<file path="src/rtl/wb_pkg.sv">
// Shared types and decode constants for the writeback load-align stage.
package wb_pkg;

  localparam logic [6:0] OPC_LOAD = 7'b0000011;

  typedef enum logic [2:0] {
    F3_LB  = 3'b000,
    F3_LH  = 3'b001,
    F3_LW  = 3'b010,
    F3_LD  = 3'b011,
    F3_LBU = 3'b100,
    F3_LHU = 3'b101,
    F3_LWU = 3'b110
  } load_f3_e;

  // Entry fields are sized for the widest legal configuration; the top slices them down.
  localparam int DATA_MAX_W = 64;
  localparam int ADDR_MAX_W = 8;

  typedef struct packed {
    logic [ADDR_MAX_W-1:0] waddr;
    logic [DATA_MAX_W-1:0] wdata;
    logic                  wen;
  } wb_entry_t;

endpackage

</file>
<file path="src/rtl/wb_skid_buf.sv">
// Generic 1- or 2-entry valid/ready buffer with flush; in_ready_o is a register,
// so there is no combinational path from out_ready_i to in_ready_o.
module wb_skid_buf #(
  parameter int WIDTH = 8,
  parameter int DEPTH = 2
) (
  input  logic             clk,
  input  logic             arst,
  input  logic             flush_i,
  input  logic             in_valid_i,
  output logic             in_ready_o,
  input  logic [WIDTH-1:0] in_data_i,
  output logic             out_valid_o,
  input  logic             out_ready_i,
  output logic [WIDTH-1:0] out_data_o
);

  logic [WIDTH-1:0] mem_q [DEPTH];
  logic [1:0]       count_q, count_d;
  logic             rd_ptr_q, rd_ptr_d;
  logic             ready_q;
  logic             wr_idx;
  logic             push, pop;

  assign push        = in_valid_i && ready_q;
  assign out_valid_o = (count_q != 2'd0);
  assign pop         = out_valid_o && out_ready_i;
  assign out_data_o  = mem_q[rd_ptr_q];
  assign in_ready_o  = ready_q;
  // When full, a push only coincides with a pop, so writing the head slot is safe.
  assign wr_idx      = (DEPTH == 1) ? 1'b0 : (rd_ptr_q ^ count_q[0]);

  // NOTE: every always_comb output gets a default first so no latch is inferred.
  always_comb begin
    count_d  = count_q;
    rd_ptr_d = rd_ptr_q;
    if (flush_i) begin
      count_d  = 2'd0;
      rd_ptr_d = 1'b0;
    end else begin
      count_d = count_q + {1'b0, push} - {1'b0, pop};
      if (pop && (DEPTH == 2)) rd_ptr_d = ~rd_ptr_q;
    end
  end

  always_ff @(posedge clk or posedge arst) begin
    if (arst) begin
      count_q  <= 2'd0;
      rd_ptr_q <= 1'b0;
      ready_q  <= 1'b1;
    end else begin
      count_q  <= count_d;
      rd_ptr_q <= rd_ptr_d;
      ready_q  <= (count_d != 2'(DEPTH));
    end
  end

  // NOTE: payload storage is not reset; consumers only look at it while out_valid_o is high.
  always_ff @(posedge clk) begin
    if (push && !flush_i) mem_q[wr_idx] <= in_data_i;
  end

endmodule

</file>
<file path="src/rtl/wb_load_align_stage.sv">
// Writeback stage: aligns/extends load data on entry, buffers results in a skid
// buffer and drives one regfile write port plus forwarding from the head entry.
module wb_load_align_stage
  import wb_pkg::*;
#(
  parameter int DATA_W     = 32,
  parameter int REG_ADDR_W = 5,
  parameter int BUF_DEPTH  = 2
) (
  input  logic                  clk,
  input  logic                  arst,
  input  logic                  flush_i,
  input  logic                  in_valid_i,
  output logic                  in_ready_o,
  input  logic [31:0]           instc_i,
  input  logic                  mem_rena_i,
  input  logic [DATA_W-1:0]     mem_rdata_i,
  input  logic [DATA_W-1:0]     mem_addr_i,
  input  logic [DATA_W-1:0]     alu_res_i,
  input  logic                  reg_wena_i,
  input  logic [REG_ADDR_W-1:0] reg_addr_i,
  input  logic                  rf_ready_i,
  output logic                  rf_wena_o,
  output logic [REG_ADDR_W-1:0] rf_waddr_o,
  output logic [DATA_W-1:0]     rf_wdata_o,
  output logic                  fwd_valid_o,
  output logic [REG_ADDR_W-1:0] fwd_addr_o,
  output logic [DATA_W-1:0]     fwd_data_o,
  output logic                  misalign_o,
  output logic [DATA_W-1:0]     misalign_addr_o
);

  localparam int OFF_W = $clog2(DATA_W / 8);

  function automatic logic [DATA_W-1:0] align_load(input load_f3_e f3,
                                                    input logic [DATA_W-1:0] raw,
                                                    input logic [OFF_W-1:0] off);
    logic [DATA_W-1:0] sh;
    sh = raw >> {off, 3'b000};
    case (f3)
      F3_LB:   align_load = DATA_W'($signed(sh[7:0]));
      F3_LBU:  align_load = DATA_W'(sh[7:0]);
      F3_LH:   align_load = DATA_W'($signed(sh[15:0]));
      F3_LHU:  align_load = DATA_W'(sh[15:0]);
      F3_LW:   align_load = DATA_W'($signed(sh[31:0]));
      F3_LWU:  align_load = DATA_W'(sh[31:0]);
      default: align_load = sh;
    endcase
  endfunction

  function automatic logic is_misaligned(input load_f3_e f3, input logic [OFF_W-1:0] off);
    case (f3)
      F3_LH, F3_LHU: is_misaligned = off[0];
      F3_LW, F3_LWU: is_misaligned = (off[1:0] != 2'b00);
      F3_LD:         is_misaligned = (off != '0);
      default:       is_misaligned = 1'b0;
    endcase
  endfunction

  load_f3_e          f3;
  logic [OFF_W-1:0]  off;
  logic              is_load, load_mis, accept, misalign_d;
  logic              misalign_q;
  logic [DATA_W-1:0] misalign_addr_q;
  wb_entry_t         in_entry, buf_head;
  logic              buf_valid, buf_out_ready, head_wr;

  assign f3       = load_f3_e'(instc_i[14:12]);
  assign off      = mem_addr_i[OFF_W-1:0];
  assign is_load  = mem_rena_i && (instc_i[6:0] == OPC_LOAD);
  assign load_mis = is_load && is_misaligned(f3, off);
  assign accept   = in_valid_i && in_ready_o;

  always_comb begin
    in_entry       = '0;
    in_entry.waddr = ADDR_MAX_W'(reg_addr_i);
    in_entry.wdata = DATA_MAX_W'(is_load ? align_load(f3, mem_rdata_i, off) : alu_res_i);
    in_entry.wen   = reg_wena_i && (reg_addr_i != '0);
  end

  wb_skid_buf #(
    .WIDTH ($bits(wb_entry_t)),
    .DEPTH (BUF_DEPTH)
  ) u_buf (
    .clk         (clk),
    .arst        (arst),
    .flush_i     (flush_i),
    .in_valid_i  (in_valid_i && !load_mis),
    .in_ready_o  (in_ready_o),
    .in_data_i   (in_entry),
    .out_valid_o (buf_valid),
    .out_ready_i (buf_out_ready),
    .out_data_o  (buf_head)
  );

  // Silent entries (no write or rd=x0) retire without waiting for the regfile grant.
  assign head_wr       = buf_valid && buf_head.wen;
  assign buf_out_ready = !buf_head.wen || rf_ready_i;

  assign rf_wena_o   = head_wr;
  assign rf_waddr_o  = head_wr ? buf_head.waddr[REG_ADDR_W-1:0] : '0;
  assign rf_wdata_o  = head_wr ? buf_head.wdata[DATA_W-1:0] : '0;
  assign fwd_valid_o = head_wr;
  assign fwd_addr_o  = rf_waddr_o;
  assign fwd_data_o  = rf_wdata_o;

  assign misalign_d = accept && load_mis && !flush_i;

  always_ff @(posedge clk or posedge arst) begin
    if (arst) begin
      misalign_q      <= 1'b0;
      misalign_addr_q <= '0;
    end else begin
      misalign_q <= misalign_d;
      if (misalign_d) misalign_addr_q <= mem_addr_i;
    end
  end

  assign misalign_o      = misalign_q;
  assign misalign_addr_o = misalign_addr_q;

  logic unused_bits;
  assign unused_bits = ^{instc_i[31:15], instc_i[11:7], buf_head.waddr, buf_head.wdata};

endmodule
</file>
<file path="config.mk">
export PLATFORM = sky130hd
export DESIGN_NAME = wb_load_align_stage
export DESIGN_NICKNAME = d
export VERILOG_FILES = /design/src/rtl/wb_pkg.sv /design/src/rtl/wb_skid_buf.sv /design/src/rtl/wb_load_align_stage.sv
export SDC_FILE = /design/constraint.sdc
export NUM_CORES = 1
export LEC_CHECK = 0
export ABC_AREA = 1
export CAP_MARGIN = 20
export CORE_UTILIZATION = 44
export DETAILED_ROUTE_END_ITERATION = 16
export PLACE_DENSITY = 0.83
export SLEW_MARGIN = 15
export SYNTH_ARGS = -nofsm -noshare
export SYNTH_HDL_FRONTEND = slang
export SYNTH_SLANG_ARGS = --single-unit
</file>
<file path="constraint.sdc">
create_clock -name clk -period 3.4 [get_ports clk]
set_input_delay 0.34 -clock clk [delete_from_list [all_inputs] [get_ports clk]]
set_output_delay 0.34 -clock clk [all_outputs]
set_load 0.02 [all_outputs]
</file>
==> flow_metrics.py, run 1 <==
metrics = {
    "worst_setup_path": {
        "cp-start-kind": "flip-flop",
        "rr_worst_depth": 5,
        "path_max_fanout": 37,
        "regToRegEndpoint": "u_buf.mem_q[0][1]",
        "reg2reg_setup_slack_ns": 1.19,
        "endpoint": "fwd_data_o[7]",
        "worstPathArrival_ns": 2.60,
        "worstReg2RegStart": "u_buf.rd_ptr_q",
        "crit_required_ns": 3.06,
        "cp-startpoint": "u_buf.rd_ptr_q",
        "path_class": "flip-flop to primary output",
        "end_kind": "primary output",
    },
    "route": {
        "detail_route.wl_per_cell_um": 15.2,
        "vias": 5566,
        "drc": 0,
        "ant_nets": 0,
        "drt_first_iter_violations": 445,
        "drt_pass1_iterations": 5,
        "drt-vias-per-instance": 5.02,
        "wl_um": 16900,
    },
    "logic_synthesis": {
        "ys_ff_latch": 113,
        "syn_inst": 744,
        "yosysTopAreaCellShare_pct": 37.0,
        "synth_cell_type_count": 31,
        "async_flop_share_pct": 32.7,
        "synth_edf_count": 76,
        "ys.flop_type": "edfxtp_1",
        "synth_area_um2": 6170,
        "synth_fp_nets": 886,
        "synth.area.top_cells": "edfxtp_1 37%, nand2_1 17%, dfrtp_1 15%",
        "synth_top_cell_by_area": "edfxtp_1",
        "ys_seq_area_share_pct": 52.0,
        "syn_area_per_cell_um2": 8.29,
        "ys_warn_count": 0,
    },
    "power": {
        "pwr-share-comb_pct": 33.4,
        "p_int_mw": 3.50,
        "leakage_nw": 3.89,
        "peakVddDrop_v": 0.000344,
        "p_clk_share_pct": 33.6,
        "p_sw_mw": 1.65,
        "powerDensity_nw_per_um2": 584,
        "swShare_pct": 32.0,
        "p_seq_share_pct": 33.1,
    },
    "clocking": {
        "htree_levels": 4,
        "numCtsBuffers": 17,
        "cts_resized": 0,
        "clock-sinks": 113,
        "clock_path_buffers": 2,
        "clock_latency_ns": 0.41,
        "clkTransAtPathRegs_ns": 0.05,
        "post_cts_buffers": 0,
        "holdBufCountCts": 0,
        "cts-root-buf": "clkbuf_16",
        "cts_tree": "built",
    },
    "global_route": {
        "grt_util_all_layers_pct": 24.3,
        "antenna_found_initial": 0,
        "grt_overflow": 0,
        "grt_pass1_wl_um": 26600,
        "grt_pass1_vias": 5459,
        "grt_max_degree": 67,
    },
    "timing": {
        "period_needed_ns": 2.94,
        "setup_viol": 0,
        "finalHoldViolCount": 0,
        "finalMaxSlewViolations": 0,
        "tightest_slew_ns": 0.734,
        "fmax_mhz": 340,
        "period_share_pct": 86.4,
        "rsz0062_at_grt": "false",
        "fin_skew_ns": 0.00990,
        "slew_headroom_pct": 51.0,
        "tns_ns": 0,
    },
    "placement": {
        "placed_area_um2": 8210,
        "port_buffers": 227,
        "globalplace.congestion": 0.840,
        "hpwlAfterDp_um": 11700,
        "placed_cells": 1077,
    },
    "final_layout": {
        "drive_above_1_share_pct": 8.04,
        "fin_nets": 1062,
        "most-common-layout-cells": "276 x nand2_1, 227 x clkdlybuf4s50_1, 76 x edfxtp_1",
        "fin_util_pct": 65.5,
        "syn_to_final_growth_pct": 42.9,
        "mostFrequentLayoutCell": "nand2_1",
        "fin_area_um2": 8810,
        "antenna_cells": 0,
        "final_cells": 1109,
    },
    "run": {
        "maxCapViolCount": 0,
    },
    "floorplanning": {
        "die-width_um": 120,
        "ios": 250,
        "dieArea_um2": 14500,
        "num_rows": 42,
        "core_um2": 13500,
        "initial_core_util_pct": 45.8,
        "die_h_um": 120,
    },
    "min_path": {
        "min_path_type": "primary input to asynchronous set/reset pin",
    },
    "outcome": {
        "status": "complete, no violations",
    },
}
worst min-delay path by stage:
| stage | start | end | slack, ns | depth (start not counted) |
|---|---|---|---|---|
| detailed placement | misalign_addr_o[25] | misalign_addr_o[25] | 0.46 | 2 |
| global route | arst | misalign_addr_o[20] | 0.40 | 3 |
| global placement | misalign_addr_o[14] | misalign_addr_o[14] | 0.45 | 2 |
| floorplan | flush_i | u_buf.count_q[0] | 0.41 | 1 |
| CTS | arst | misalign_addr_o[20] | 0.35 | 3 |
| finish | arst | misalign_addr_o[15] | 0.34 | 3 |
power by group through the flow:
stage                     Combinational [mW]  Clock, mW  Sequential [mW]
final                                   1.72       1.73             1.70
after global routing                    1.85       1.81             1.71
after CTS                               1.73       1.75             1.70
after detailed placement                1.72          0             1.73
after global placement                  1.70          0             1.72
after floorplan                         1.07          0             1.73
final cells by class:
| cell class | count | area (µm²) |
|---|---|---|
| tap | 176 | 220 |
| inverter | 55 | 211 |
| fill | 1133 | 4640 |
| timing repair buffer | 238 | 2370 |
| clock buffer | 25 | 559 |
| sequential | 113 | 3210 |
| multi-input combinational | 495 | 2210 |
| clock inverter | 7 | 40.0 |
critical path, cell delays in order, from the launching register on:
cell and delay (ns):
dfrtp_1 0.46, inv_1 0.10, nand2_1 0.08, a21oi_2 0.20, inv_2 0.31, a21oi_1 0.36, clkdlybuf4s50_1 0.67
cells by family (layout without fill, tap and decap cells):
logic type / count (synthesis) / in the layout / synth area share, %
compound gates: 50 / 50 / 4.30
xor+xnor: 3 / 3 / 0.426
fa+ha+maj: 2 / 2 / 0.406
buf+inv: 136 / 325 / 12.4
flops: 113 / 113 / 52.0
simple gates: 440 / 440 / 30.4
synth_stat cells (3+ instances only):
cell type,number
dfrtp_1,36
a21oi_1,39
nand3_1,42
or2_2,16
edfxtp_1,76
buf_4,45
buf_6,9
nor2_1,65
o21ai_0,9
nand2_1,276
inv_1,50
inv_2,3
clkbuf_1,14
buf_2,11
nand4_1,32
flip-flops by register name, summed over array words and instances, names as in the netlist:
signal            flops
u_buf.mem_q          76
misalign_addr_o      32
u_buf.count_q         2
misalign_o            1
u_buf.in_ready_o      1
u_buf.rd_ptr_q        1
layer usage:
layer | vias to the layer above | wire [µm] | share of wire (%) | global-route usage (%)
met3 | 37 | 1590 | 9.4 | 7.88
met4 | 0 | 447 | 2.6 | 12.3
met5 | - | 0 | 0 | 0
met1 | 2560 | 6150 | 36 | 26.4
li1 | 2711 | - | - | -
met2 | 258 | 8690 | 52 | 42.4
stage by stage:
step,hold slack [ns],setup WS (ns),power [mW]
global placement,0.453,0.686,3.41
floorplan,0.406,0.437,2.80
finish,0.345,0.462,5.14
global route,0.404,0.280,5.38
CTS,0.350,0.433,5.18
detailed placement,0.458,0.689,3.45
(Power assumes the default switching activity.)
==> inputs of run 2 (changes only) <==
--- a/config.mk
+++ b/config.mk
@@ -7,9 +7,11 @@
 export LEC_CHECK = 0
 export ABC_AREA = 1
 export CAP_MARGIN = 20
+export CORE_MARGIN = 2
 export CORE_UTILIZATION = 44
 export DETAILED_ROUTE_END_ITERATION = 16
 export PLACE_DENSITY = 0.83
+export SETUP_SLACK_MARGIN = 0.3
 export SLEW_MARGIN = 15
 export SYNTH_ARGS = -nofsm -noshare
 export SYNTH_HDL_FRONTEND = slang
==> run 2 against run 1 <==
Net effect: clock-buffer cell count stayed put; register-to-register slack got worse by 0.13 ns; flip-flop and latch count is the same; sequential power about the same; clock power increased by 2%; hold slack lost 0.010 ns; final cell count up 0.36%; power rose by 0.74%; via count is 1.5% lower.
==> flow_metrics.py, run 2 (synthesis gave the netlist of run 1 again) <==
metrics = {
    "clocking": {
        "cts_tree": "built",
        "clock-sinks": 113,
        "numCtsBuffers": 17,
        "clock_path_buffers": 2,
        "clkTransAtPathRegs_ns": 0.05,
        "clock_latency_ns": 0.41,
        "htree_levels": 4,
        "cts-root-buf": "clkbuf_16",
        "holdBufCountCts": 0,
    },
    "final_layout": {
        "fin_nets": 1062,
        "most-common-layout-cells": "276 x nand2_1, 227 x clkdlybuf4s50_1, 76 x edfxtp_1",
        "drive_above_1_share_pct": 7.93,
        "top_register": "u_buf.mem_q",
        "multi_input_area_um2": 2210,
        "syn_to_final_growth_pct": 42.9,
        "antenna_cells": 0,
        "num-fill-cells": 1170,
        "seq_area_um2": 3210,
        "mostFrequentLayoutCell": "nand2_1",
        "largest_reg_flops": 76,
    },
    "route": {
        "ant_nets": 0,
        "drt_first_iter_violations": 359,
        "detail_route.wl_per_cell_um": 15.1,
        "wl_um": 16800,
        "drc": 0,
        "vias": 5485,
        "drt-vias-per-instance": 4.93,
        "drt_pass1_iterations": 5,
    },
    "worst_setup_path": {
        "worstPathArrival_ns": 2.52,
        "endpoint": "fwd_data_o[7]",
        "worstReg2RegStart": "u_buf.rd_ptr_q",
        "cp-start-kind": "flip-flop",
        "end_kind": "primary output",
        "cp-startpoint": "u_buf.rd_ptr_q",
        "path_max_fanout": 37,
        "crit_required_ns": 3.06,
        "path_class": "flip-flop to primary output",
        "reg2reg_setup_slack_ns": 1.06,
        "rr_worst_depth": 5,
        "regToRegEndpoint": "u_buf.mem_q[0][13]",
    },
    "timing": {
        "fin_skew_ns": 0.00799,
        "finalMaxSlewViolations": 0,
        "setup_ws_ns": 0.538,
        "slew_headroom_pct": 55.9,
        "setup_viol": 0,
        "period_needed_ns": 2.86,
        "period_share_pct": 84.2,
        "fmax_mhz": 349,
        "tightest_slew_ns": 0.661,
        "tns_ns": 0,
        "rsz0062_at_grt": "false",
        "finalHoldViolCount": 0,
    },
    "outcome": {
        "status": "complete, no violations",
    },
    "global_route": {
        "use_met2_pct": 38.6,
        "grt_max_degree": 67,
        "grt_overflow": 0,
        "grt_pass1_vias": 5321,
        "antenna_found_initial": 0,
        "grt_use_met1_pct": 26.2,
        "grt_util_all_layers_pct": 22.8,
        "grt_pass1_wl_um": 26000,
        "grt.busiest_layer": "met2",
        "gr-usage-met3_pct": 8.78,
    },
    "floorplanning": {
        "num_rows": 43,
        "die_h_um": 122,
        "core_um2": 13800,
        "ios": 250,
        "initial_core_util_pct": 44.8,
        "dieArea_um2": 15000,
        "die-width_um": 122,
    },
    "power": {
        "peakVddDrop_v": 0.000312,
        "p_clk_share_pct": 34.1,
        "swShare_pct": 32.0,
        "p_seq_share_pct": 32.9,
        "p_int_mw": 3.53,
        "leakage_nw": 3.89,
        "pwr-share-comb_pct": 33.0,
        "powerDensity_nw_per_um2": 588,
        "p_sw_mw": 1.66,
    },
    "placement": {
        "port_buffers": 227,
        "globalplace.congestion": 0.836,
        "hpwlAfterDp_um": 11400,
        "place_ws_ns": 0.735,
    },
    "min_path": {
        "min_path_type": "primary input to asynchronous set/reset pin",
    },
    "run": {
        "maxCapViolCount": 0,
    },
}
-- run 2: cell count changes in the layout (fill, tap and decap cells not counted), sizes merged --
cell / before / now
clkinv: 4 / 2
clkinvlp: 1 / 0
inv: 57 / 59
bufinv: 0 / 1
-- run 2: area by class of cell --
cell class,instances,area share [%]
sequential,113,36.4
timing repair buffer,238,26.7
multi-input combinational,495,25.0
clock buffer,25,6.11
tap,180,2.56
inverter,55,2.43
clock inverter,7,0.738
-- run 2: critical path, stage by stage (launching register included) --
cell	delay [ns]
dfrtp_1	0.54
nand2_1	0.14
a21oi_2	0.26
inv_4	0.21
a21oi_1	0.29
clkdlybuf4s50_1	0.66
-- run 2: worst min path at each step --
stage	start	endpoint	slack, ns	cells past startpoint
after floorplan	flush_i	u_buf.count_q[0]	0.41	1
after global placement	misalign_addr_o[18]	misalign_addr_o[18]	0.45	2
after detailed placement	misalign_addr_o[23]	misalign_addr_o[23]	0.46	2
after CTS	arst	misalign_addr_o[31]	0.35	3
after global routing	arst	misalign_addr_o[31]	0.40	3
final	arst	misalign_addr_o[31]	0.33	3
-- run 2: power groups by stage --
stage,clock network (mW),registers (mW),logic [mW]
after floorplan,0,1.73,1.07
after global placement,0,1.72,1.68
after detailed placement,0,1.73,1.71
after CTS,1.80,1.71,1.72
after global routing,1.86,1.72,1.85
final,1.77,1.71,1.71
-- run 2: routing by layer --
layer | vias up | share of wire (%)
met5 | - | 0
met4 | 0 | 2.1
met3 | 26 | 8.7
met2 | 218 | 50
met1 | 2525 | 39
li1 | 2716 | -
-- run 2: repair_timing --
action	CTS	global route
endpoints found under the setup margin	0	24
resized for setup	0	2
setup buffers	0	0
-- run 2: per-stage QoR --
stage	total power [mW]	cell area, µm²	hold WS (ns)	util [%]	cells
after global placement	3.41	8210	0.453	59.6	1081
after CTS	5.22	8810	0.349	64.0	1113
after detailed placement	3.44	8210	0.459	59.6	1081
after global routing	5.43	8810	0.400	64.0	1113
after floorplan	2.80	6170	0.406	-	744
final	5.18	8810	0.334	64.0	1113
==> inputs of run 3 (changes only) <==
==> constraint.sdc (replaced) <==
create_clock -name clk -period 2.7 [get_ports clk]
set_input_delay 0.27 -clock clk [delete_from_list [all_inputs] [get_ports clk]]
set_output_delay 0.27 -clock clk [all_outputs]
set_load 0.02 [all_outputs]
==> run 3 against run 2 <==
Net effect: hold slack worse by 0.049 ns; non-clock buffer count up 2; power up 23%; final cell count about the same; sequential share of layout area up 0.071 points; critical path depth up 1; setup slack worse by 0.28 ns; global-route usage up 0.87 points; clock skew down 0.00091 ns; sequential power up 26%.
==> flow_metrics.py, run 3 (synthesis gave the netlist of run 1 again) <==
metrics = {
    "global_route": {
        "grt_use_met1_pct": 26.6,
        "grt.busiest_layer": "met2",
        "grt_pass1_wl_um": 26800,
        "grt_overflow": 0,
        "use_met2_pct": 40.6,
        "antenna_found_initial": 0,
        "grt_pass1_vias": 5503,
        "gr-usage-met3_pct": 8.41,
        "grt_max_degree": 39,
        "grt_util_all_layers_pct": 23.6,
    },
    "worst_setup_path": {
        "reg2reg_setup_slack_ns": 0.72,
        "path_class": "flip-flop to primary output",
        "cp_top_family": "buffers and inverters",
        "worstPathArrival_ns": 2.17,
        "end_kind": "primary output",
        "cp-start-kind": "flip-flop",
        "path_max_fanout": 37,
        "crit_slowest_cell": "dfrtp_2",
        "crit_buf_inv": 3,
        "slowest_delay_ns": 0.49,
        "path_cells": "inv_1 -> nand2_1 -> a21oi_4 -> inv_6 -> a21oi_1 -> dlygate4sd2_1",
        "crit_required_ns": 2.43,
    },
    "floorplanning": {
        "die-width_um": 122,
        "ios": 250,
        "dieArea_um2": 15000,
        "num_rows": 43,
        "initial_core_util_pct": 44.8,
        "die_h_um": 122,
        "core_um2": 13800,
    },
    "timing": {
        "fmax_mhz": 410,
        "finalHoldViolCount": 0,
        "period_needed_ns": 2.44,
        "slew_headroom_pct": 68.7,
        "setup_viol": 0,
        "fin_skew_ns": 0.00709,
        "rsz0062_at_grt": "true",
        "tightest_slew_ns": 0.470,
        "fin_hold_ws_ns": 0.285,
        "period_share_pct": 90.4,
        "finalMaxSlewViolations": 0,
    },
    "power": {
        "pwr-share-comb_pct": 32.0,
        "leakage_nw": 4.63,
        "p_sw_mw": 2.09,
        "p_seq_share_pct": 33.8,
        "p_int_mw": 4.27,
        "powerDensity_nw_per_um2": 723,
        "swShare_pct": 32.9,
        "p_clk_share_pct": 34.2,
        "peakVddDrop_v": 0.000366,
        "power_mw": 6.36,
    },
    "final_layout": {
        "antenna_cells": 0,
        "fin_area_um2": 8800,
        "fin_nets": 1064,
        "num-fill-cells": 1143,
        "top_register": "u_buf.mem_q",
        "mostFrequentLayoutCell": "nand2_1",
        "fin_util_pct": 63.9,
        "most-common-layout-cells": "276 x nand2_1, 153 x clkdlybuf4s50_1, 76 x edfxtp_1",
        "largest_reg_flops": 76,
        "syn_to_final_growth_pct": 42.7,
        "final_cells": 1114,
        "drive_above_1_share_pct": 10.9,
    },
    "clocking": {
        "clock-sinks": 113,
        "clkTransAtPathRegs_ns": 0.05,
        "clock_path_buffers": 2,
        "htree_levels": 4,
        "cts_tree": "built",
        "cts-root-buf": "clkbuf_16",
        "clock_latency_ns": 0.41,
        "numCtsBuffers": 17,
    },
    "outcome": {
        "status": "complete, no violations",
    },
    "placement": {
        "placed_area_um2": 8250,
        "placed_cells": 1083,
        "port_buffers": 227,
        "globalplace.congestion": 0.803,
        "hpwlAfterDp_um": 11700,
    },
    "route": {
        "wl_um": 17100,
        "ant_nets": 0,
        "drt_first_iter_violations": 352,
        "drt_pass1_iterations": 5,
        "drc": 0,
        "vias": 5542,
        "drt-vias-per-instance": 4.97,
        "detail_route.wl_per_cell_um": 15.4,
    },
    "min_path": {
        "min_path_type": "primary input to asynchronous set/reset pin",
    },
    "run": {
        "maxCapViolCount": 0,
    },
}
## run 3: cell count changes in the layout (fill, tap and decap cells not counted), moves of 3 or more
cell             delta
clkinv_1            +3
clkbuf_8            -4
dlymetal6s2s_1     +40
inv_4               -5
dlygate4sd2_1       +7
clkbuf_2           +27
clkdlybuf4s50_1    -74
## run 3: cell type report
type                            count  area, µm²  share of cell area, %
Clock buffer                       18        429                   4.88
Inverter                           55        216                   2.46
Clock inverter                     13        145                   1.65
Multi-Input combinational cell    495       2220                   25.2
Sequential cell                   113       3210                   36.5
Timing Repair Buffer              240       2350                   26.8
Tap cell                          180        225                   2.56
## run 3: worst register-to-register path: stages, from the launching register on
cell and delay [ns]:
dfrtp_2 0.48, buf_4 0.41, xnor2_1 0.25, inv_1 0.13, nor2_4 0.14, buf_12 0.25
## run 3: power by group through the flow
stage,Sequential (mW),Clock (mW),Combinational (mW)
CTS,2.15,2.22,2.10
floorplan,2.18,0,1.35
detailed placement,2.18,0,2.17
global placement,2.17,0,2.14
finish,2.15,2.18,2.03
global route,2.17,2.29,2.22
## run 3: path summary, 6_finish.rpt
check	cells after the start	to	start
setup reg to reg	5	u_buf.mem_q[0][14]	u_buf.rd_ptr_q
max in group asynchronous	3	u_buf.rd_ptr_q	arst
min in group clk	3	misalign_addr_o[18]	mem_addr_i[18]
hold / removal	3	misalign_addr_o[14]	arst
setup / recovery	6	rf_wdata_o[7]	u_buf.rd_ptr_q
hold reg to reg	2	misalign_addr_o[16]	misalign_addr_o[16]
## run 3: metal layers
metal,share of wire [%],routed length (µm)
met1,38,6430
met2,50,8520
met3,10,1720
met4,2.6,443
met5,0,0
## run 3: what timing repair did
item	in CTS	in global routing
endpoints found under the hold margin	0	0
gates resized for setup	38	96
buffers inserted	0	0
endpoints found under the setup margin	74	74
hold buffers	0	0
## run 3: metrics by stage
stage	TNS, ns	setup WS, ns
after global routing	0	0.158
after global placement	0	0.234
after CTS	0	0.0550
after floorplan	-14.63	-0.193
final	0	0.260
after detailed placement	0	0.184
